## src/rtl/idle_timeout_if.sv

```systemverilog
// idle_timeout_if: control inputs, threshold digits and external BCD seconds-counter
// signals shared between idle_timeout_ctrl (slave) and its environment (master).
interface idle_timeout_if;
  logic       ctrl_en;
  logic       activity;
  logic       timeout_ack;
  logic [2:0] thr_tens;
  logic [3:0] thr_units;
  logic [2:0] tens_val;
  logic [3:0] units_val;
  logic       units_en;
  logic       tens_en;
  logic       cnt_load;
  logic       idle_timeout;
  logic       idle_warn;
  logic [1:0] state;
  modport master (
    output ctrl_en, activity, timeout_ack, thr_tens, thr_units, tens_val, units_val,
    input  units_en, tens_en, cnt_load, idle_timeout, idle_warn, state
  );
  modport slave (
    input  ctrl_en, activity, timeout_ack, thr_tens, thr_units, tens_val, units_val,
    output units_en, tens_en, cnt_load, idle_timeout, idle_warn, state
  );
endinterface

```

## src/rtl/idle_timeout_ctrl.sv

```systemverilog
// idle_timeout_ctrl: idle-timer FSM steering external BCD seconds counters; flags idle_timeout at threshold.
// Pre-timeout warning on idle_warn is built only when IDLE_TIMEOUT_WARN_EN is defined.
module idle_timeout_ctrl (
  input logic           clk,
  input logic           rst_n,
  idle_timeout_if.slave bus
);
  typedef enum logic [1:0] {OFF = 2'b00, CLEAR = 2'b01, COUNT = 2'b10, TIMEOUT = 2'b11} state_e;
  state_e     state_q, state_d;
  logic [6:0] thr_q, thr_d;
  logic       idle_timeout_q;
  logic       thr_bad, match;
  assign thr_bad = bus.thr_units > 4'd9 || bus.thr_tens > 3'd5;
  assign thr_d   = state_q == CLEAR ? (thr_bad ? {3'd5, 4'd9} : {bus.thr_tens, bus.thr_units}) : thr_q;
  assign match   = {bus.tens_val, bus.units_val} == thr_q;
  always_ff @(posedge clk or negedge rst_n)
    if (!rst_n) begin
      state_q        <= OFF;
      thr_q          <= '0;
      idle_timeout_q <= 1'b0;
    end else begin
      state_q        <= state_d;
      thr_q          <= thr_d;
      idle_timeout_q <= state_d == TIMEOUT;
    end
  // ctrl_en=0 overrides every transition; activity beats a match in COUNT
  always_comb
    state_d = !bus.ctrl_en       ? OFF :
              state_q == OFF     ? CLEAR :
              state_q == CLEAR   ? (bus.activity ? CLEAR : COUNT) :
              state_q == COUNT   ? (bus.activity ? CLEAR : (match ? TIMEOUT : COUNT)) :
              (bus.timeout_ack || bus.activity) ? CLEAR : TIMEOUT;
  always_comb begin
    bus.units_en = state_q == COUNT && !bus.activity && !match;
    bus.tens_en  = bus.units_en && bus.units_val == 4'd9;
    bus.cnt_load = state_q == CLEAR;
  end
  assign bus.state        = state_q;
  assign bus.idle_timeout = idle_timeout_q;
`ifdef IDLE_TIMEOUT_WARN_EN
  logic       idle_warn_q, idle_warn_d;
  logic [6:0] elapsed, thr_s, warn_lim, elapsed_nxt;
  assign elapsed     = 7'(bus.tens_val) * 7'd10 + 7'(bus.units_val);
  assign thr_s       = 7'(thr_q[6:4]) * 7'd10 + 7'(thr_q[3:0]);
  assign warn_lim    = thr_s > 7'd5 ? thr_s - 7'd5 : 7'd0;
  // counters read zero on the first COUNT cycle after CLEAR, otherwise advance by one
  assign elapsed_nxt = state_q == COUNT ? elapsed + 7'd1 : 7'd0;
  assign idle_warn_d = state_d == COUNT && elapsed_nxt >= warn_lim;
  always_ff @(posedge clk or negedge rst_n)
    if (!rst_n) idle_warn_q <= 1'b0;
    else idle_warn_q <= idle_warn_d;
  assign bus.idle_warn = idle_warn_q;
`else
  assign bus.idle_warn = 1'b0;
`endif
endmodule

```

## src/flat_wrapper.sv

```systemverilog
// flat-port wrapper written by rule: the top's interface ports become plain ports
module idle_timeout_ctrl_flat 
  (clk, rst_n, bus_ctrl_en, bus_activity, bus_timeout_ack, bus_thr_tens, bus_thr_units, bus_tens_val, bus_units_val, bus_units_en, bus_tens_en, bus_cnt_load, bus_idle_timeout, bus_idle_warn, bus_state);
  idle_timeout_if bus_i ();
  input logic clk;
  input logic rst_n;
  input wire logic [$bits(bus_i.ctrl_en)-1:0] bus_ctrl_en;
  input wire logic [$bits(bus_i.activity)-1:0] bus_activity;
  input wire logic [$bits(bus_i.timeout_ack)-1:0] bus_timeout_ack;
  input wire logic [$bits(bus_i.thr_tens)-1:0] bus_thr_tens;
  input wire logic [$bits(bus_i.thr_units)-1:0] bus_thr_units;
  input wire logic [$bits(bus_i.tens_val)-1:0] bus_tens_val;
  input wire logic [$bits(bus_i.units_val)-1:0] bus_units_val;
  output wire logic [$bits(bus_i.units_en)-1:0] bus_units_en;
  output wire logic [$bits(bus_i.tens_en)-1:0] bus_tens_en;
  output wire logic [$bits(bus_i.cnt_load)-1:0] bus_cnt_load;
  output wire logic [$bits(bus_i.idle_timeout)-1:0] bus_idle_timeout;
  output wire logic [$bits(bus_i.idle_warn)-1:0] bus_idle_warn;
  output wire logic [$bits(bus_i.state)-1:0] bus_state;
  assign bus_i.ctrl_en = bus_ctrl_en;
  assign bus_i.activity = bus_activity;
  assign bus_i.timeout_ack = bus_timeout_ack;
  assign bus_i.thr_tens = bus_thr_tens;
  assign bus_i.thr_units = bus_thr_units;
  assign bus_i.tens_val = bus_tens_val;
  assign bus_i.units_val = bus_units_val;
  assign bus_units_en = bus_i.units_en;
  assign bus_tens_en = bus_i.tens_en;
  assign bus_cnt_load = bus_i.cnt_load;
  assign bus_idle_timeout = bus_i.idle_timeout;
  assign bus_idle_warn = bus_i.idle_warn;
  assign bus_state = bus_i.state;
  idle_timeout_ctrl u_core (.clk(clk), .rst_n(rst_n), .bus(bus_i));
endmodule
```

## config.mk

```make
export PLATFORM = sky130hd
export DESIGN_NAME = idle_timeout_ctrl_flat
export DESIGN_NICKNAME = d
export VERILOG_FILES = /design/src/rtl/idle_timeout_if.sv /design/src/rtl/idle_timeout_ctrl.sv /design/src/flat_wrapper.sv
export SDC_FILE = /design/constraint.sdc
export NUM_CORES = 1
export LEC_CHECK = 0
export ABC_AREA = 1
export BUFFER_PORTS_ARGS = -buffer_cell sky130_fd_sc_hd__buf_2
export CORE_UTILIZATION = 38
export DETAILED_ROUTE_END_ITERATION = 8
export MAX_ROUTING_LAYER = met4
export PLACE_DENSITY = 0.66
export SLEW_MARGIN = 15
export SYNTH_ARGS = -nofsm -noshare
export SYNTH_HDL_FRONTEND = slang
export SYNTH_SLANG_ARGS = --single-unit
```

## constraint.sdc

```tcl
create_clock -name clk -period 2.9 [get_ports clk]
set_clock_uncertainty 0.1 [all_clocks]
set_input_delay 0.29 -clock clk [delete_from_list [all_inputs] [get_ports clk]]
set_output_delay 0.29 -clock clk [all_outputs]
set_load 0.005 [all_outputs]
```

# --- Yosys cells after proc, flatten, opt, wreduce, memory -nomap -nowiden ---
# Cells that the tools add are included.
totals:
  wordCells: 27
  in_bits: 19
  reg_bits: 10
  output_inout_bits: 7
op_classes:
  order_cmp: 2
  n_mux: 9
  n_reduce_logical: 8
  eq_ne: 5
ops:
  columns: ["operator", "n"]
  rows:
  - ["$mux 2", 7]
  - ["$eq 7x7->1", 1]
  - ["$mux 7", 1]
  - ["$eq 2x2->1 const B", 2]
  - ["$eq 4x4->1 const B", 1]
  - ["$gt 4x4->1 const B", 1]
  - ["$gt 3x3->1 const B", 1]
  - ["$logic_and 1x1->1", 3]
  - ["$eq 2x1->1 const B", 1]
  - ["$logic_not 1->1", 2]
  - ["$logic_not 2->1", 1]
  - ["$logic_or 1x1->1", 2]
  - ["$mux 1", 1]

# --- Depth between registers and ports, before layout ---
depth:
  ltp_word: 8
  depth_mapped: 8
  depth_no_buf: 8

# --- Worst setup path after synthesis ---
# No wires, ideal clock.
synth_timing:
  path_kind: "flip-flop to output port"
  start: "reg u_core.state_q[1], in the netlist u_core.bus.state[1]"
  end: "out bus_tens_en"
  path_slack_ns: 1.626
  arrival_ns: 0.884
  required_time_ns: 2.510
  path_stages_with_launch: 6
  n_path_buf: 0
  cell_sequence: "dfrtp_1 -> inv_1 -> nor2_1 -> nand2_1 -> o21bai_4 -> nor2_1"
synth_between:
  elab_chain_len: 4
synth_rtl:
  columns: ["element", "line", "rtl"]
  rows:
  - ["start, declared", "idle_timeout_ctrl.sv:9", "state_e state_q, state_d;"]
  - ["start signal, assigned", "idle_timeout_ctrl.sv:22", "state_q <= state_d;"]
  - ["$eq 2x2->1", "idle_timeout_ctrl.sv:34", "bus.units_en = state_q == COUNT && !bus.activity && !match;"]
  - ["$logic_and 1x1->1 (2 in series)", "idle_timeout_ctrl.sv:34", null]
  - ["$logic_and 1x1->1", "idle_timeout_ctrl.sv:35", "bus.tens_en = bus.units_en && bus.units_val == 4'd9;"]
  - ["end, declared", "flat_wrapper.sv:15", "output wire logic [$bits(bus_i.tens_en)-1:0] bus_tens_en;"]
# No other way between the ends.

# --- Worst setup path after layout ---
# Same ends and word-level chain as after synthesis.

==> metrics.txt <==
worst r2r path cells=5; Critical Path Max Stage Delay=0.41 ns; Synth Area in Compound Gates=0.135; Simple-Gate Fraction of Synth Area=0.277; Adder-Cell Fraction of Synth Area=0; I/O Buffers=24; Via Count=between 500 and 600; PostCTS Resize Cnt=0; Pint=0.000269 W; Hold Violations, Final=0; sequential-to-total area share from yosys stat=0.410; drt via density=4.54; fillers=147; worst skew pair latency=0.26 ns; Layout Utilization=0.524; Unique masters post-synth=18; crit path max fanout=3; Yosys top cell area share=0.410; die area=1770 µm²; DR pass1 iterations=3; critical path class=reg -> out; RSZ-0062 raised after global routing=false; drt drc=0; Routed WL=1.26 mm; first-pass GRT wire length=2.10 mm; Combinational Power Share=0.229; max frequency=0.581 GHz; sequential share of power=0.437; Inserted Clock Buffers=3; Max Cap Viol=0; XOR/XNOR share of the synthesized area=0; antenna cells=0; die width=42.1 µm; Core ar.=1510 µm²; status=complete, no violations; CP required=around 2.5 ns; leading area contributor after synthesis=dfrtp_1; Final ANT Viol Nets=0; pin count of the biggest net entering global routing=11; most common cell in the netlist=inv_1; Final Net Count=136; DR iter-0 viols=6; Reg clk slew, reported paths=0.07 ns; Cell Pwr Density=479 nW/µm²; number of synthesized register bits=10; ratio of cells with drive above 1 in the final layout=0.302; Primary FF master, synth=dfrtp_1; Worst Hold Class=in -> reg; Setup WS pre-CTS=1.45 ns; Final Hold Slack=~0.14 ns; initial core utilization=0.405; hold path cells=3; ranking of synthesized cells by area=dfrtp_1, inv_1, nand2_1; CTS Root Cell=clkbuf_4; cell area after synthesis=611 µm²; GRT Total Usage=0.167; Syn Area/Cell=slightly below 7 µm²; multiplexer area fraction after synthesis=0; crit-path cells=inv_1, nor2_1, nand2_1, o21bai_4, nor2_1, buf_2; cell mode on critical path=nor2_1; Mapped Nets=107; Clock power frac=0.334; min Tclk post-route=roughly 1.7 ns; reg2reg end=u_core.thr_q[4]$_DFFE_PN0P_; # Post-CTS Setup Buffers=0; Pleak=0.496 nW; CTS tree=built; IO Pins=26; Psw=approximately 0.00011 W; WP data arrival=between 1 and 1.5 ns; initial antenna violation count=0; GRT overflow=0; clk sink count=10; CTS Hold Buffers Added=1; post-DP HPWL=1.02 mm; area grow syn2layout=29.3%; Post-synth EDFFs=0; Site Rows=14; Tcrit/Tclk final=0.593; max-slew violations=0; Crit-path slowest cell=dfrtp_1; combinational family with the most area after synthesis=simple AND/OR/NAND/NOR gates; setup TNS=0 ns; RR Startpoint=u_core.bus.state[0]$_DFF_PN0_; Mapped Cells=88; DR WL/cell=around 9.6 µm; Final setup viols=0; total power=0.000378 W; fraction of registers with async set/reset=1.00; Max VDD drop=0.410 mV; Final Worst Setup Slack=1.18 ns; vias in the first global route=493; H-tree levels=1; Worst Setup Start Kind=flip-flop; GP Congestion=0.774; die height=between 40 and 50 µm; crit end category=output port; Hold Path End=u_core.thr_q[0]$_DFFE_PN0P_; synth cell count leaders=inv_1, nand2_1, dfrtp_1, nor2_1; hold_sp=bus_thr_units[0]; Synth warnings=0; flop-to-flop setup slack=1.57 ns; Switching Fraction=0.289; clock buffer depth=2
-- per-layer routing --
layer,vias to the layer above,global-route usage,routed length (µm)
met4,0,0.0563,11
li1,317,-,-
met5,-,-,0
met3,2,0.0690,80
met1,261,0.208,557
met2,19,0.247,613
-- per-stage QoR --
stage	instance area, µm²	instances
after global placement	743	127
after detailed placement	743	127
after CTS	790	132
final	790	132
after global routing	790	132
after floorplan	611	88
-- final cells by class --
class                      instances  area (µm²)  share of cell area
multi-input combinational         51         255               0.323
sequential                        10         250               0.317
timing repair buffer              25         130               0.165
inverter                          26        97.6               0.124
clock buffer                       4        36.3              0.0460
tap                               16        20.0              0.0254
-- critical path, delay by kind of cell, from the launching register on --
| kind | cells | cell delay [ns] |
|---|---|---|
| compound gates | 1 | 0.18 |
| buf+inv | 2 | 0.17 |
| simple gates | 3 | 0.29 |
| flops | 1 | 0.41 |
-- power by group through the flow --
stage	clock network (W)	logic (W)	registers, W
after floorplan	0	0.0000560	0.000167
after global placement	0	0.0000849	0.000168
after detailed placement	0	0.0000867	0.000168
after CTS	0.000131	0.0000882	0.000165
after global routing	0.000140	0.000101	0.000167
final	0.000126	0.0000868	0.000165
-- cell families after synthesis --
kind of cell / count (synthesis)
AO/OA/AOI/OAI: 11
AND/OR/NAND/NOR: 39
buffers and inverters: 27
other: 1
flip-flops: 10
-- layout by cell type (no fill, tap or decap), types with 2 or more instances in the layout --
| cell | instances |
|---|---|
| nor2_1 | 6 |
| clkbuf_4 | 3 |
| buf_2 | 24 |
| nand2_1 | 24 |
| a22oi_1 | 2 |
| o21ai_0 | 2 |
| o22ai_1 | 4 |
| inv_1 | 25 |
| nand3_1 | 4 |
| nor2_2 | 2 |
| dfrtp_1 | 10 |
-- state kept, by name, summed over array words and instances (netlist names) --
register / count
u_core.bus.state: 2
u_core.thr_q: 7
u_core.bus.idle_timeout: 1
-- worst max-delay path by stage --
stage | cells past startpoint | end | slack, ns | startpoint
5_1_grt | 8 | bus_tens_en | 1.10 | u_core.thr_q[4]$_DFFE_PN0P_
2_1_floorplan | 5 | bus_tens_en | 1.63 | u_core.bus.state[1]$_DFF_PN0_
6_report | 6 | bus_tens_en | 1.18 | u_core.bus.state[1]$_DFF_PN0_
3_5_place_dp | 8 | bus_tens_en | 1.45 | bus_units_val[1]
4_1_cts | 7 | bus_tens_en | 1.17 | u_core.thr_q[6]$_DFFE_PN0P_
3_3_place_gp | 8 | bus_tens_en | 1.47 | bus_units_val[1]
Note: power is estimated with default switching activity, not from simulation.
